$ cat src/rtl/cache_arbiter.sv
// Round-robin arbiter that shares one physical memory port between the I-cache and D-cache.
// One line transaction is in flight at a time; responses pass straight through from memory.
module cache_arbiter #(
   parameter int unsigned LINE_W = 128,
   parameter int unsigned ADDR_W = 16
) (
   input  logic              clk,
   input  logic              rst,

   input  logic              i_read,
   input  logic [ADDR_W-1:0] i_address,
   output logic [LINE_W-1:0] i_rdata,
   output logic              i_resp,

   input  logic              d_read,
   input  logic              d_write,
   input  logic [ADDR_W-1:0] d_address,
   input  logic [LINE_W-1:0] d_wdata,
   output logic [LINE_W-1:0] d_rdata,
   output logic              d_resp,

   output logic              pmem_read,
   output logic              pmem_write,
   output logic [ADDR_W-1:0] pmem_address,
   output logic [LINE_W-1:0] pmem_wdata,
   input  logic [LINE_W-1:0] pmem_rdata,
   input  logic              pmem_resp
);

   typedef enum logic [1:0] {StIdle, StServeI, StServeD} state_e;

   state_e state_q, state_d;
   // Set when the D-cache held the most recent grant.
   logic   last_d_q, last_d_d;
   logic   d_pending;

   assign d_pending = d_read | d_write;

   always_comb begin
      state_d  = state_q;
      last_d_d = last_d_q;
      case (state_q)
         StIdle: begin
            if (i_read && d_pending) begin
               if (last_d_q) begin
                  state_d  = StServeI;
                  last_d_d = 1'b0;
               end else begin
                  state_d  = StServeD;
                  last_d_d = 1'b1;
               end
            end else if (i_read) begin
               state_d  = StServeI;
               last_d_d = 1'b0;
            end else if (d_pending) begin
               state_d  = StServeD;
               last_d_d = 1'b1;
            end
         end
         StServeI: if (pmem_resp) state_d = StIdle;
         StServeD: if (pmem_resp) state_d = StIdle;
         default:  state_d = StIdle;
      endcase
   end

   always_ff @(posedge clk) begin
      if (rst) begin
         state_q  <= StIdle;
         last_d_q <= 1'b0;
      end else begin
         state_q  <= state_d;
         last_d_q <= last_d_d;
      end
   end

   always_comb begin
      pmem_read    = 1'b0;
      pmem_write   = 1'b0;
      pmem_address = '0;
      pmem_wdata   = '0;
      i_resp       = 1'b0;
      d_resp       = 1'b0;
      i_rdata      = pmem_rdata;
      d_rdata      = pmem_rdata;
      case (state_q)
         StServeI: begin
            pmem_read    = 1'b1;
            pmem_address = {i_address[ADDR_W-1:4], 4'b0000};
            i_resp       = pmem_resp;
         end
         StServeD: begin
            // A writeback wins if the D-cache raises read and write together.
            pmem_write   = d_write;
            pmem_read    = d_read & ~d_write;
            pmem_address = {d_address[ADDR_W-1:4], 4'b0000};
            pmem_wdata   = d_wdata;
            d_resp       = pmem_resp;
         end
         default: ;
      endcase
   end

endmodule

$ cat config.mk
export PLATFORM = sky130hd
export DESIGN_NAME = cache_arbiter
export DESIGN_NICKNAME = d
export VERILOG_FILES = /design/src/rtl/cache_arbiter.sv
export SDC_FILE = /design/constraint.sdc
export NUM_CORES = 1
export LEC_CHECK = 0
export ABC_AREA = 1
export BUFFER_PORTS_ARGS = -buffer_cell sky130_fd_sc_hd__buf_2
export CAP_MARGIN = 10
export CORE_AREA = 3 3 267 269
export DETAILED_ROUTE_END_ITERATION = 7
export DIE_AREA = 0 0 270 272
export GPL_TIMING_DRIVEN = 1
export MAX_ROUTING_LAYER = met4
export PLACE_DENSITY_LB_ADDON = 0.1
export SLEW_MARGIN = 25
export SYNTH_ARGS = -nofsm -noshare
export SYNTH_HDL_FRONTEND = slang
export SYNTH_SLANG_ARGS = --single-unit
$ cat constraint.sdc
create_clock -name clk -period 4.1 [get_ports clk]
set_input_delay 1.025 -clock clk [delete_from_list [all_inputs] [get_ports clk]]
set_output_delay 1.025 -clock clk [all_outputs]
set_load 0.1 [all_outputs]
Yosys cells after proc, flatten, opt, wreduce, memory -nomap -nowiden
Index checks and enable logic that the tools add are counted.

word-level totals
  register bits = 3
  input bits = 294
  output and inout bits = 404
  logic and storage cells = 31

cells by class
  eq/ne operators = 4
  multiplexer cells = 16
  bitwise logic cells = 3
  reductions and logical operators = 6

operator list
  cell                                                                   number
  128-bit two-way mux                                                    1
  16-bit one-hot mux with 2 select lines                                 1
  2-bit two-way mux                                                      5
  1-bit two-way mux                                                      7
  4-bit != test, second input constant                                   1
  2-bit one-hot mux with 2 select lines                                  1
  2-bit AND reduction                                                    2
  3-bit nonzero test                                                     1
  2-bit by 1-bit equality test with 1-bit output, second input constant  1
  2-bit equality test, second input constant                             1
  2-bit zero test                                                        1
  2-bit by 1-bit != test with 1-bit output, second input constant        1
  1-bit one-hot mux with 2 select lines                                  1
  2-bit OR reduction                                                     1
  1-bit bitwise AND                                                      1
  1-bit logical AND                                                      1
  1-bit NOT                                                              1
  1-bit OR                                                               1

Depth between registers and ports, before layout
Gate-level depths: netlist of the first run.

  depth after elaboration = 5
  depth in mapped cells = 7
  gate-level depth less buffers = 6

Least setup slack after synthesis of the first run
OpenSTA, ideal clock, no wires.

  path type = input to output
  start point = input d_write
  end point = output pmem_read
  data arrival time = 2.633 ns
  data required time = 3.075 ns
  slack = 0.442 ns
  stages on the path = 2
  path buffers = 0
  cell sequence = nand3b_1 -> a21oi_1

between the ends
  longest elaborated chain between the ends = 3

ends and longest elaborated chain
  element                                line  text
  start, declared                        16    input logic d_write,
  1-bit NOT                              94    pmem_read = d_read & ~d_write;
  1-bit bitwise AND                      94
  1-bit one-hot mux with 2 select lines  85    case (state_q)
  end, declared                          22    output logic pmem_read,

Every way passes these cells.

Worst setup path in the final report of the first run
  start point = register state_q[0]
  end point = output pmem_address[8]

between the ends
  longest elaborated chain between the ends = 2
  elaborated cells between the ends (all ways) = 3
  classes of those cells = 2 x eq/ne; 1 x mux

ends and longest elaborated chain
  element                                                                                       line  text
  start, declared                                                                               32    state_e state_q, state_d;
  start signal, assigned                                                                        68    state_q <= StIdle;
  start signal, assigned                                                                        71    state_q <= state_d;
  2-bit equality test / 2-bit by 1-bit equality test with 1-bit output (equally long branches)  85
  16-bit one-hot mux with 2 select lines (*)                                                    85
  end, declared                                                                                 24    output logic [ADDR_W-1:0] pmem_address,

Every way passes the cells marked *; elsewhere a longest branch is shown, timed or not.

==> metrics.md, run 1 <==
| Metric | Value |
|---|---|
| FF+latch count, synth | `3` |
| VDD IR max | `roughly 0.00014 V` |
| Detailed-router iteration count before antenna repair | `4` |
| Worst skew pair latency | `roughly 0.22 ns` |
| RSZ-0062 raised after global routing | `false` |
| Die height | `about 270 µm` |
| Critical Path RT | `just over 3 ns` |
| CTS tree | `done` |
| Status | `complete, no violations` |
| Postcts setup bufs | `0` |
| Highest Clock Rate | `roughly 310 MHz` |
| Die X-Extent | `270 µm` |
| CTS H-Tree Depth | `1` |
| Total gr overflow | `0` |
| Port Buffer Count | `301` |
| Largest net degree at the start of global routing | `70` |
| Fin crit period | `approximately 3.2 ns` |
| Pins Over Slew Limit | `0` |
| Tcrit/Tclk final | `~78%` |
| Row cnt | `96` |
| Leading post-synthesis cells by cell area | `buf_4 56%, nand2_1 18%, inv_1 15%` |
| Cell taking the most area after synthesis | `buf_4` |
| Netlist cell types | `14` |
| Antenna violations before repair | `1` |
| Setup_tns | `0 ns` |
| Drt wl/cell | `roughly 9.4 µm` |
| YS warnings | `0` |
| Leakage power | `2.953 nW` |
| Post-Route WL | `~15,000 µm` |
| CTS max path bufs | `2` |
| CP max-delay cell | `ha_1` |
| Post-synthesis sequential area ratio | `under 10%` |
| Mapped cell area | `around 3500 µm²` |
| Initial DRC count | `88` |
| FF-to-FF End | `state_q[0]` |
| Worst Hold Depth | `2` |
| Remaining antenna violation count after routing | `0` |
| Clk_skew | `0.002574 ns` |
| # setup viols final | `0` |
| Worst-path maximum fanout | `12` |
| Flop2flop setup slack | `~2.9 ns` |
| Vias in the first global route | `around 3,200` |
| CP Class | `flip-flop to output port` |
| CP startpoint kind | `flip-flop` |
| Area growth syn-to-layout | `20.40%` |
| Cts repair resizes | `0` |
| Worst slew pin tran | `just over 0.7 ns` |
| Clock transition at path regs | `roughly 0.03 ns` |
| Cell count after synthesis | `between 600 and 700` |
| Drt drc | `0` |
| Avg Inst Size Synth | `5.684 µm²` |
| Cts bufs inserted | `3` |
| Post-synth top area share | `56.33%` |
| Hold_buf cts | `0` |
| CTS root buf | `clkbuf_16` |
| Layout cells sized above 1 | `around 48%` |
| Hold_sp | `last_d_q` |
| Hpwl dp | `between 10,000 and 15,000 µm` |
| Normalized max-slew margin | `between 50% and 60%` |
| Clock sink count | `3` |
| Power Density | `roughly 430 nW/µm²` |
| Worst-path cell chain | `inv_1 > ha_1 > nand2_1 > a21oi_1 > buf_2` |
| Total track usage | `under 10%` |
| Routed vias | `between 3,000 and 4,000` |
| WP data arrival | `approximately 2.2 ns` |
| Reg-to-Reg Start | `state_q[1]` |
| Final Hold Fails | `0` |
| Starting Density | `under 10%` |
| Via/cell ratio | `approximately 2.0` |
| Bufs and invs on worst path | `2` |
| Ports | `approximately 700` |
| Total core area | `just under 70,000 µm²` |
| Die area | `roughly 73,000 µm²` |
| Setup WS pre-CTS | `1.102 ns` |
| Setup ws final | `just over 0.9 ns` |
| CP max stage delay | `0.65 ns` |
| HP Class | `flip-flop to flip-flop` |
| Global-route wire length before repair | `roughly 20,000 µm` |
| Reg2Reg Depth | `5` |
| Nets | `943` |
| Top delay family on crit path | `adder cells` |
| Worst Hold Path EP | `last_d_q` |
| Placer Congestion | `between 0.7 and 0.8` |
| Max_cap viols | `0` |
| Critical Path End Type | `output port` |
[area by class of cell]
class                           instances  area (µm²)
Inverter                              139       521.8
Multi-Input combinational cell        195       813.3
Fill cell                            8291       64640
Tap cell                              931        1165
Antenna cell                            1       2.502
Clock buffer                            4       78.83
Timing Repair Buffer                  303        1546
Sequential cell                         3       60.06
[per-layer routing]
| layer | vias up | global-route usage (%) | part of all wire [%] |
|---|---|---|---|
| met4 | 0 | 0.3854 | 0.92 |
| met3 | 14 | 3.700 | 23 |
| met5 | - | - | 0 |
| met2 | 421 | 5.244 | 41 |
| met1 | 1241 | 3.725 | 36 |
| li1 | 1507 | - | - |
[report_power, final]
part	internal [mW]	switching, mW
sequential	0.0340	0.00447
clock	0.128	0.0266
combinational	0.223	1.37
total	0.386	1.40
[registers in the layout, indices dropped and copies added (netlist names)]
name and count:
state_q 2, last_d_q 1
[Yosys cell counts, drive strengths merged]
| master | number |
|---|---|
| ha | 4 |
| inv | 139 |
| a21oi | 17 |
| nand4 | 1 |
| nor2 | 1 |
| conb | 1 |
| buf | 278 |
| dfxtp | 3 |
| nand2 | 164 |
| nand3b | 1 |
| o21ai | 1 |
| nand3 | 2 |
[worst max-delay path by stage]
stage,startpoint,to,slack (ns),cells after the start
after floorplan,d_write,pmem_read,0.44,2
after global placement,state_q[1],pmem_address[8],1.05,5
after detailed placement,state_q[0],pmem_address[8],1.10,5
after CTS,state_q[0],pmem_address[8],0.84,5
after global routing,state_q[1],pmem_address[8],0.75,5
final,state_q[0],pmem_address[8],0.91,5
[metrics by stage]
step                      total power [mW]  instances  utilization [%]  hold WS [ns]  area [µm²]
after floorplan                      2.548        615                -        0.4373        3490
after global placement               1.673       1571            5.966        0.4727        4106
after detailed placement             1.655       1571            5.966        0.4703        4106
after CTS                            1.815       1575            6.081        0.4751        4185
after global routing                 1.877       1576            6.085        0.5149        4188
final                                1.786       1576            6.085        0.4757        4188
[layout by cell type (no fill, tap or decap)]
cell	count
nand2_1	164
inv_1	139
nand3b_1	1
clkbuf_1	1
nand4_1	1
buf_2	301
o21ai_0	1
diode_2	1
conb_1	4
clkbuf_16	3
a21oi_1	17
buf_12	2
ha_1	3
nor2_2	1
dfxtp_1	3
nand3_1	2
ha_4	1
[worst min-delay path, delay by kind of cell (launching register included)]
| family | cells | cell delay, ns |
|---|---|---|
| simple gates | 1 | 0.06 |
| flops | 1 | 0.30 |
| compound gates | 1 | 0.06 |
[logic make-up (layout without fill, tap and decap cells)]
kind of cell	Yosys count	in the layout	synth area share [%]
AOI/OAI and AO/OA	18	18	2.590
DFF	3	3	1.727
buffers and inverters	417	446	75.58
adders and majority gates	4	4	1.439
other	1	5	0.1078
and+or+nand+nor	169	169	18.56
(Power assumes the default switching activity.)
==> run 2: changes to the inputs <==
--- a/config.mk
+++ b/config.mk
@@ -8,9 +8,9 @@
 export ABC_AREA = 1
 export BUFFER_PORTS_ARGS = -buffer_cell sky130_fd_sc_hd__buf_2
 export CAP_MARGIN = 10
-export CORE_AREA = 3 3 267 269
+export CORE_AREA = 3 3 269 271
 export DETAILED_ROUTE_END_ITERATION = 7
-export DIE_AREA = 0 0 270 272
+export DIE_AREA = 0 0 272 274
 export GPL_TIMING_DRIVEN = 1
 export MAX_ROUTING_LAYER = met4
 export PLACE_DENSITY_LB_ADDON = 0.1
==> constraint.sdc (replaced) <==
create_clock -name clk -period 3.2 [get_ports clk]
set_input_delay 0.8 -clock clk [delete_from_list [all_inputs] [get_ports clk]]
set_output_delay 0.8 -clock clk [all_outputs]
set_load 0.1 [all_outputs]
==> metrics.md, run 2 (synthesis results as in run 1) <==
| Metric | Value |
|---|---|
| Crit path to | `pmem_address[10]` |
| Post-Route WL | `15,210 µm (+3.0%)` |
| Critical Path End Type | `output port` |
| Power Density | `542.8 nW/µm² (+27%)` |
| Setup_tns | `0 ns (unchanged)` |
| CP startpoint kind | `flip-flop` |
| CTS max path bufs | `2 (unchanged)` |
| HP Class | `flip-flop to flip-flop` |
| Worst-path maximum fanout | `13 (+1)` |
| Remaining antenna violation count after routing | `0 (unchanged)` |
| Cts bufs inserted | `3 (unchanged)` |
| Ports | `698 (unchanged)` |
| Initial DRC count | `108 (+23%)` |
| Highest Clock Rate | `approximately 340 MHz` |
| Reg2Reg Depth | `6 (+1)` |
| Clock sink count | `3 (unchanged)` |
| Routed vias | `3,275 (+2.9%)` |
| Starting Density | `4.967% (-0.087 points)` |
| Worst slew pin tran | `0.5498 ns (-0.1684 ns)` |
| Antenna violations before repair | `2 (+1)` |
| Leakage power | `2.966 nW (+0.42%)` |
| Post-layout util | `6.019% (-0.065 points)` |
| Normalized max-slew margin | `63.31% (+11 points)` |
| CP Class | `flip-flop to output port` |
| Die area | `74,530 µm² (+1.5%)` |
| Total core area | `70,030 µm² (+1.7%)` |
| Layout cells sized above 1 | `48.22% (+0.40 points)` |
| Hold_buf cts | `0 (unchanged)` |
| # setup viols final | `0 (unchanged)` |
| Placer Congestion | `0.7844 (+5.3%)` |
| Row cnt | `97 (+1.0%)` |
| Pins Over Slew Limit | `0 (unchanged)` |
| VDD IR max | `0.0002103 V (+46%)` |
| Flop2flop setup slack | `1.95 ns (-0.90 ns)` |
| Reg-to-Reg Start | `state_q[1]` |
| Commonest non-fill, non-tap cells in the layout | `301 x buf_2, 164 x nand2_1, 139 x inv_1` |
| Critical Path RT | `2.40 ns (-0.67 ns)` |
| Fin crit period | `2.902 ns` |
| Total track usage | `3.701% (about the same)` |
| FF-to-FF End | `state_q[1]` |
| Port Buffer Count | `301 (unchanged)` |
| Worst hold margin | `0.4644 ns (-0.01127 ns)` |
| Hpwl dp | `13,270 µm (+3.9%)` |
| Register with the most flip-flops | `state_q` |
| Clk_skew | `0.0002531 ns (-0.002321 ns)` |
| Via/cell ratio | `2.061 (+2.0%)` |
| CTS H-Tree Depth | `1 (unchanged)` |
| Detailed-router iteration count before antenna repair | `4 (unchanged)` |
| Postcts setup bufs | `0 (unchanged)` |
| Total power | `2.288 mW (+28%)` |
| CTS tree | `done` |
| Die height | `274 µm (+0.74%)` |
| Worst skew pair latency | `0.22 ns (about the same)` |
| Vias in the first global route | `3,317 (+3.2%)` |
| Die X-Extent | `272 µm (+0.74%)` |
| Clock transition at path regs | `0.03 ns (about the same)` |
| Global-route wire length before repair | `20,440 µm (-0.54%)` |
| CP max stage delay | `0.50 ns (-0.15 ns)` |
| Commonest non-fill, non-tap cell in the layout | `buf_2` |
| Drt drc | `0 (unchanged)` |
| Largest net degree at the start of global routing | `51 (-27%)` |
| RSZ-0062 raised after global routing | `false` |
| Max_cap viols | `0 (unchanged)` |
| Crit-path most repeated cell | `inv_1` |
| Max reg flops | `2 (unchanged)` |
| Area growth syn-to-layout | `21.19%` |
| Worst-path cell chain | `inv_1 > ha_1 > inv_1 > a21oi_1 > buf_2` |
| Status | `complete, no violations` |
| WP data arrival | `2.10 ns (-0.06 ns)` |
| Drt wl/cell | `9.573 µm (+2.2%)` |
| Top Registers | `state_q (2), last_d_q (1)` |
| CTS root buf | `clkbuf_16` |
| CP max-delay cell | `buf_2` |
| Crit path from | `state_q[1]` |
| Total gr overflow | `0 (unchanged)` |
| Nets | `946 (+0.32%)` |
| Tcrit/Tclk final | `90.69%` |
| Final Hold Fails | `0 (unchanged)` |
| Cts repair resizes | `0 (unchanged)` |
==> run 2: cell types whose count changed in the layout (fill, tap and decap cells not counted), sizes merged <==
cell,before,now
buf,303,306
diode,1,2
==> run 2: where the power goes <==
part,leakage (nW),internal (mW),switching [mW],total (mW)
clock,0.0382,0.164,0.0317,0.196
sequential,0.0248,0.0435,0.00591,0.0494
combinational,2.90,0.286,1.76,2.04
total,2.97,0.493,1.79,2.29
==> run 2: metal layers <==
metal	wire length (µm)	up-vias	track usage, %
met5	0	-	-
li1	-	1512	-
met1	5705	1270	3.888
met3	3529	18	3.666
met2	5744	475	4.829
met4	233	0	0.8755
==> run 2: area by class of cell <==
cell class | count | area (µm²)
multi-input cells | 195 | 817.0
inverters | 139 | 521.8
repair buffers | 306 | 1556
well taps | 940 | 1176
clock buffers | 4 | 78.83
diodes | 2 | 5.005
fillers | 8440 | 65810
flip-flops and latches | 3 | 60.06
==> run 2: worst min path at each step <==
stage	start	depth (start not counted)	endpoint	slack, ns
4_1_cts	last_d_q	2	last_d_q	0.47
3_5_place_dp	last_d_q	2	last_d_q	0.47
3_3_place_gp	last_d_q	2	last_d_q	0.46
5_1_grt	last_d_q	2	last_d_q	0.49
2_1_floorplan	last_d_q	2	last_d_q	0.44
6_report	last_d_q	2	last_d_q	0.46
==> run 2: per-stage QoR <==
stage	instance area [µm²]	instances	setup slack, ns
after global routing	4215	1589	0.2226
after CTS	4210	1587	0.2879
after floorplan	3493	615	0.01548
after global placement	4131	1583	0.4984
final	4215	1589	0.2979
after detailed placement	4131	1583	0.5301
==> run 2: worst max-delay path: cells and delay by family (launching register included) <==
kind | cells | cell delay, ns
flip-flops | 1 | 0.42
adder cells (fa/ha/maj) | 1 | 0.30
buffers and inverters | 3 | 0.83
AO/OA/AOI/OAI | 1 | 0.33
